--- src/rtl/pixel_ram_pkg.sv ---
// rtl/pixel_ram_pkg.sv - shared state type and default sizes for the pixel RAM
package pixel_ram_pkg;

   typedef enum logic [1:0] {
      CLEAR     = 2'd0,
      READY     = 2'd1,
      IDLE_HOLD = 2'd2
   } state_t;

   localparam int DEF_DATA_W = 8;
   localparam int DEF_DEPTH  = 64;

endpackage

--- src/rtl/pixel_ram_core.sv ---
// rtl/pixel_ram_core.sv - storage array, one write port and one registered read port
// No reset: contents are zeroed by the controller's clear sequence.
module pixel_ram_core #(
   parameter int DATA_W = 8,
   parameter int DEPTH  = 64,
   parameter int ADDR_W = $clog2(DEPTH)
) (
   input  logic              clk,
   input  logic              we,
   input  logic [ADDR_W-1:0] waddr,
   input  logic [DATA_W-1:0] wdata,
   input  logic              re,
   input  logic [ADDR_W-1:0] raddr,
   output logic [DATA_W-1:0] rdata
);

   logic [DATA_W-1:0] mem [DEPTH];

   // Read-before-write: a same-address read returns the word stored before this edge.
   always_ff @(posedge clk) begin
      if (we) mem[waddr] <= wdata;
      if (re) rdata <= mem[raddr];
   end

endmodule

--- src/rtl/pixel_ram.sv ---
// rtl/pixel_ram.sv - pixel RAM with power-up/on-demand clear, range checking and read port
// Optional macro PIXEL_RAM_BYPASS_EN: same-address read-during-write returns the new data.
module pixel_ram
   import pixel_ram_pkg::*;
#(
   parameter int DATA_W = DEF_DATA_W,
   parameter int DEPTH  = DEF_DEPTH,
   parameter int ADDR_W = $clog2(DEPTH)
) (
   input  logic              clk,
   input  logic              reset,
   input  logic              init_start,
   output logic              busy,
   input  logic              wr_en,
   input  logic [ADDR_W-1:0] wr_addr,
   input  logic [DATA_W-1:0] wr_data,
   input  logic              rd_en,
   input  logic [ADDR_W-1:0] rd_addr,
   output logic [DATA_W-1:0] rd_data,
   output logic              rd_valid,
   output logic              addr_err
);

   localparam logic [ADDR_W:0]   DEPTH_L = (ADDR_W+1)'(DEPTH);
   localparam logic [ADDR_W-1:0] LAST    = ADDR_W'(DEPTH - 1);

   state_t            state;
   logic [ADDR_W-1:0] clr_cnt;
   logic              rd_zero;
   logic [DATA_W-1:0] core_q;

   logic              is_ready, in_clear;
   logic              wr_in_range, rd_in_range;
   logic              wr_take, wr_ok, wr_bad;
   logic              rd_acc, rd_bad;
   logic              core_we, core_re;
   logic [ADDR_W-1:0] core_waddr;
   logic [DATA_W-1:0] core_wdata;

   assign is_ready    = (state == READY);
   assign in_clear    = (state == CLEAR);
   assign wr_in_range = ({1'b0, wr_addr} < DEPTH_L);
   assign rd_in_range = ({1'b0, rd_addr} < DEPTH_L);

   // A write coinciding with init_start is dropped, not accepted.
   assign wr_take = is_ready & wr_en & ~init_start;
   assign wr_ok   = wr_take & wr_in_range;
   assign wr_bad  = wr_take & ~wr_in_range;
   assign rd_acc  = is_ready & rd_en;
   assign rd_bad  = rd_acc & ~rd_in_range;

   assign core_we    = in_clear | wr_ok;
   assign core_waddr = in_clear ? clr_cnt : wr_addr;
   assign core_wdata = in_clear ? '0 : wr_data;
   assign core_re    = rd_acc & rd_in_range;

   pixel_ram_core #(
      .DATA_W (DATA_W),
      .DEPTH  (DEPTH),
      .ADDR_W (ADDR_W)
   ) u_core (
      .clk   (clk),
      .we    (core_we),
      .waddr (core_waddr),
      .wdata (core_wdata),
      .re    (core_re),
      .raddr (rd_addr),
      .rdata (core_q)
   );

   always_ff @(posedge clk or posedge reset) begin
      if (reset) begin
         state    <= CLEAR;
         clr_cnt  <= '0;
         busy     <= 1'b1;
         rd_valid <= 1'b0;
         rd_zero  <= 1'b1;
         addr_err <= 1'b0;
      end else begin
         rd_valid <= rd_acc;
         if (rd_acc) rd_zero <= ~rd_in_range;
         if (wr_bad | rd_bad) addr_err <= 1'b1;
         case (state)
            CLEAR: begin
               if (clr_cnt == LAST) begin
                  clr_cnt <= '0;
                  busy    <= 1'b0;
                  state   <= READY;
               end else begin
                  clr_cnt <= clr_cnt + 1'b1;
               end
            end
            READY: begin
               if (init_start) begin
                  clr_cnt <= '0;
                  busy    <= 1'b1;
                  state   <= wr_en ? IDLE_HOLD : CLEAR;
               end
            end
            IDLE_HOLD: begin
               state <= CLEAR;
            end
            default: begin
               state <= CLEAR;
               busy  <= 1'b1;
            end
         endcase
      end
   end

`ifdef PIXEL_RAM_BYPASS_EN
   logic              byp_hit, rd_byp;
   logic [DATA_W-1:0] byp_data;

   assign byp_hit = wr_ok & rd_acc & rd_in_range & (wr_addr == rd_addr);

   always_ff @(posedge clk or posedge reset) begin
      if (reset) begin
         rd_byp   <= 1'b0;
         byp_data <= '0;
      end else if (rd_acc) begin
         rd_byp <= byp_hit;
         if (byp_hit) byp_data <= wr_data;
      end
   end

   assign rd_data = rd_zero ? '0 : (rd_byp ? byp_data : core_q);
`else
   assign rd_data = rd_zero ? '0 : core_q;
`endif

endmodule

--- config.mk ---
export PLATFORM = sky130hd
export DESIGN_NAME = pixel_ram
export DESIGN_NICKNAME = d
export VERILOG_FILES = /design/src/rtl/pixel_ram_pkg.sv /design/src/rtl/pixel_ram_core.sv /design/src/rtl/pixel_ram.sv
export SDC_FILE = /design/constraint.sdc
export NUM_CORES = 1
export LEC_CHECK = 0
export CORE_ASPECT_RATIO = 0.75
export CORE_UTILIZATION = 55
export DETAILED_ROUTE_END_ITERATION = 16
export GPL_ROUTABILITY_DRIVEN = 0
export GPL_TIMING_DRIVEN = 0
export PLACE_DENSITY = 0.74
export SLEW_MARGIN = 0
export SYNTH_ARGS = -nofsm -noshare
export SYNTH_HDL_FRONTEND = slang
export SYNTH_SLANG_ARGS = --single-unit
--- constraint.sdc ---
create_clock -name clk -period 2.8 [get_ports clk]
set_input_delay 0.56 -clock clk [delete_from_list [all_inputs] [get_ports clk]]
set_output_delay 0.56 -clock clk [all_outputs]
set_load 0.02 [all_outputs]
==> results.txt <==
- Clock tree synthesis selected as its root buffer the cell sky130_fd_sc_hd__clkbuf_16.
* Effective utilization at floorplan: 0.561
- After the first detailed-routing iteration, the DRC count stood at 1475.
- The repair_antennas step left the layout with diodes totalling 0.
* Vias in the first global route: 10764
* Result of the run: finished, violations left
- For this run, the register share of the synthesized area comes to 0.759.
* Synthesis-stage register bit count: 531
- The internal portion of the total power is 13.8 mW.
- Area of the mapped netlist: 20900 sq um
- Yosys mapped a number of flops with a built-in enable equal to 520.
- Final wirelength: 50.9 mm
* Register share of total power: 0.508
- At the worst endpoint, the required time is 3.02 ns.
* Most instantiated flip-flop cell in the synthesis netlist: sky130_fd_sc_hd__edfxtp_1
- In this run the cell area measured after placement is 22200 sq um.
- Max Transition Viols Final: 0
- The routed layout has 11085 vias.
- Antenna violations before repair: 0
- The clock net in this run drives a total of 531 sinks.
* FF-to-FF End: u_core.mem[3][4]
- Post-route worst setup slack: -0.125 ns
- Global routing finished with a remaining overflow of 0.
- Most used cells in the layout excluding fill and tap cells: 520 x sky130_fd_sc_hd__edfxtp_1, 106 x sky130_fd_sc_hd__mux4_2, 61 x sky130_fd_sc_hd__nor2_4
* R2R depth: 4
- Via-per-instance ratio: 6.57
- In the routed design, unresolved DRC markers number 0.
* CTS buffer count: 48
- The tool flagged a number of max-cap violations equal to 0.
- Placeable core area: 37300 sq um
* Iteration count of the initial detailed-routing pass: 5
- Derived from the worst setup path, the maximum achievable clock frequency is 342 MHz.
* Die ar.: 38900 sq um
* Top cell type by total area after synthesis: sky130_fd_sc_hd__edfxtp_1
- IO Count: 36
- The checks that failed: negative setup slack.
- Dividing total power by cell area gives a power density of 769 nW/um^2.
- The worst pin sits at a relative slew slack of 0.323.
* Syn avg cell area: 20.1 sq um
* Critical Path AT: 3.14 ns
* Switching fraction of total power: 0.266
* Syn Nets: 1069
* IO Port Bufs: 30
- Critical Setup Path Class: reg2reg
- Maximum number of pins on one net before global-route repair: 49
- Summed over all failing endpoints, the final setup total negative slack is -4.50 ns.
- Worst-path maximum fanout: 8
- Clock Tree Buf Depth: 3
- Clock latency on the worst-skew pair: 0.58 ns
- Setup slack on the worst reg-to-reg path comes out at -0.12 ns.
- Area growth, synth to finish: 16.8%
- Height of the die: 171 um
- Rows: 61
- Routed wire per std cell: 30.2 um
- Startpoint of the lowest-slack register-to-register path: state[1]
- Summed over all nets, the switching power comes to 5.00 mW.
- Cell types with the largest area share after synthesis: sky130_fd_sc_hd__edfxtp_1 75%, sky130_fd_sc_hd__mux4_2 11%, sky130_fd_sc_hd__mux2i_1 2.0%
- In this run the worst hold path is classified as in2async.
- Clock slew at the register clock pins of the worst setup and hold paths: 0.06 ns
- STA classifies the critical path endpoint as a register.
- Hold Violations, Final: 0
- Transition time at the pin with the least slew margin: 1.01 ns
* CTS hold repair buffers: 0
- Of the total power, the clock network draws 0.338.
- Of all flip-flops after synthesis, the portion carrying an async set or reset was 0.0207.
* Final cycle utilization of the critical path: 1.04
* Startpoint type of the worst setup path: register
* H-Tree Level Count: 2
- Final instance area: 24500 sq um
* GRT Resource Usage Total: 0.265
* Total half-perimeter wirelength after legalization and detailed placement: 33.0 mm
* Count of cell types in the netlist: 51
- Between clock sinks in the finished design, the worst skew comes to 0.0184 ns.
- Summed over all cells, the static leakage comes to 7.79 nW.
- Setup violations remaining at the end of the flow were counted as 72.
- TritonCTS built the clock tree.
* Gate Count Post-Synth: 1043
- For this run, the post-layout net count is 1173.
* Leading cell type in the layout, fill and taps excluded: sky130_fd_sc_hd__edfxtp_1
- Setup repair after global routing could not meet its margin everywhere.
- Minimum clock period after layout: 2.92 ns
* Global-route wire length before repair: 71.5 mm
- The die is 227 um wide.
- Of the total power, combinational logic draws 0.154.
- Synth top area share: 0.745
- Warnings, synthesis: 0
* Share of post-route cells with drive strength above 1: 0.282
- Max VDD drop: 577 uV
- Final ANT Viol Nets: 0
==> worst max-delay path, cell delays in order, from the launching register on <==
cell and delay (ns):
sky130_fd_sc_hd__dfrtp_1 0.45, sky130_fd_sc_hd__nor2_4 0.27, sky130_fd_sc_hd__mux2i_1 0.69, sky130_fd_sc_hd__nand3_2 0.63, sky130_fd_sc_hd__nor2_4 0.52
==> cells in the mapped netlist, types with 9 or more instances <==
library cell	instances
sky130_fd_sc_hd__nand2_1	26
sky130_fd_sc_hd__o22ai_1	23
sky130_fd_sc_hd__nor2b_1	26
sky130_fd_sc_hd__mux2i_1	42
sky130_fd_sc_hd__a22o_1	9
sky130_fd_sc_hd__nand2b_1	10
sky130_fd_sc_hd__o21ai_1	10
sky130_fd_sc_hd__o21ai_0	12
sky130_fd_sc_hd__nor2_1	76
sky130_fd_sc_hd__nand3_1	23
sky130_fd_sc_hd__buf_6	12
sky130_fd_sc_hd__a22oi_1	15
sky130_fd_sc_hd__edfxtp_1	520
sky130_fd_sc_hd__nand4_1	10
sky130_fd_sc_hd__dfrtp_1	9
sky130_fd_sc_hd__mux4_2	106
sky130_fd_sc_hd__clkbuf_1	21
==> logic make-up (layout without fill, tap and decap cells) <==
group | Yosys count | after routing | share of synthesized area
flip-flops | 531 | 531 | 0.759
adder cells (fa/ha/maj) | 1 | 1 | 0.000597
other | 1 | 1 | 0.000179
buffers and inverters | 53 | 192 | 0.0165
multiplexers | 157 | 157 | 0.144
AND/OR/NAND/NOR | 202 | 202 | 0.0472
AO/OA/AOI/OAI | 98 | 98 | 0.0328
==> per-layer routing <==
layer,share of wire,global-route usage
met1,0.40,0.393
met5,0,0
met4,0.033,0.0864
met2,0.45,0.387
met3,0.12,0.0683
==> what timing repair did <==
item,CTS,global route
pin swaps,0,11
buffers inserted,0,16
setup endpoints to repair,721,920
gates resized for setup,67,100
==> sequential cells by signal, indices dropped and copies added, names as in the netlist <==
register      cells
rd_valid          1
u_core.rdata      8
rd_zero           1
clr_cnt           6
u_core.mem      512
state             2
busy              1
==> through the flow <==
stage	utilization	hold WS [ns]	setup slack, ns	power, mW	std cells
2_1_floorplan	-	0.411	-0.186	11.0	1043
3_3_place_gp	0.586	0.549	-2.53	11.7	1577
3_5_place_dp	0.594	0.547	-1.00	11.8	1586
4_1_cts	0.638	0.320	-0.228	18.2	1671
5_1_grt	0.656	0.347	-0.215	19.3	1686
6_report	0.656	0.302	-0.125	18.8	1686
==> final cells by class <==
type / instances / area (sq um)
fill: 2339 / 12900
buffer: 51 / 358
clock buffer: 58 / 1260
clock inverter: 27 / 233
timing repair buffer: 55 / 751
multi-input combinational: 459 / 5340
tap: 504 / 631
inverter: 1 / 3.75
sequential: 531 / 15900
==> how the worst max path moves through the flow <==
stage / from / end / slack [ns] / depth (start not counted)
after detailed placement: rd_addr[1] / u_core.rdata[2] / -1.00 / 7
after global placement: wr_data[5] / u_core.mem[6][5] / -2.53 / 2
final: state[1] / u_core.mem[3][4] / -0.12 / 4
after CTS: state[0] / u_core.mem[12][5] / -0.23 / 6
after global routing: state[1] / u_core.mem[3][4] / -0.22 / 4
after floorplan: state[1] / u_core.mem[0][0] / -0.19 / 4
==> power groups by stage <==
| stage | Combinational, mW | Clock, mW | Sequential, mW |
|---|---|---|---|
| floorplan | 1.32 | 0 | 9.64 |
| global placement | 2.03 | 0 | 9.69 |
| detailed placement | 2.13 | 0 | 9.71 |
| CTS | 2.31 | 6.37 | 9.54 |
| global route | 3.01 | 6.65 | 9.59 |
| finish | 2.90 | 6.36 | 9.55 |
(Power assumes the default switching activity.)
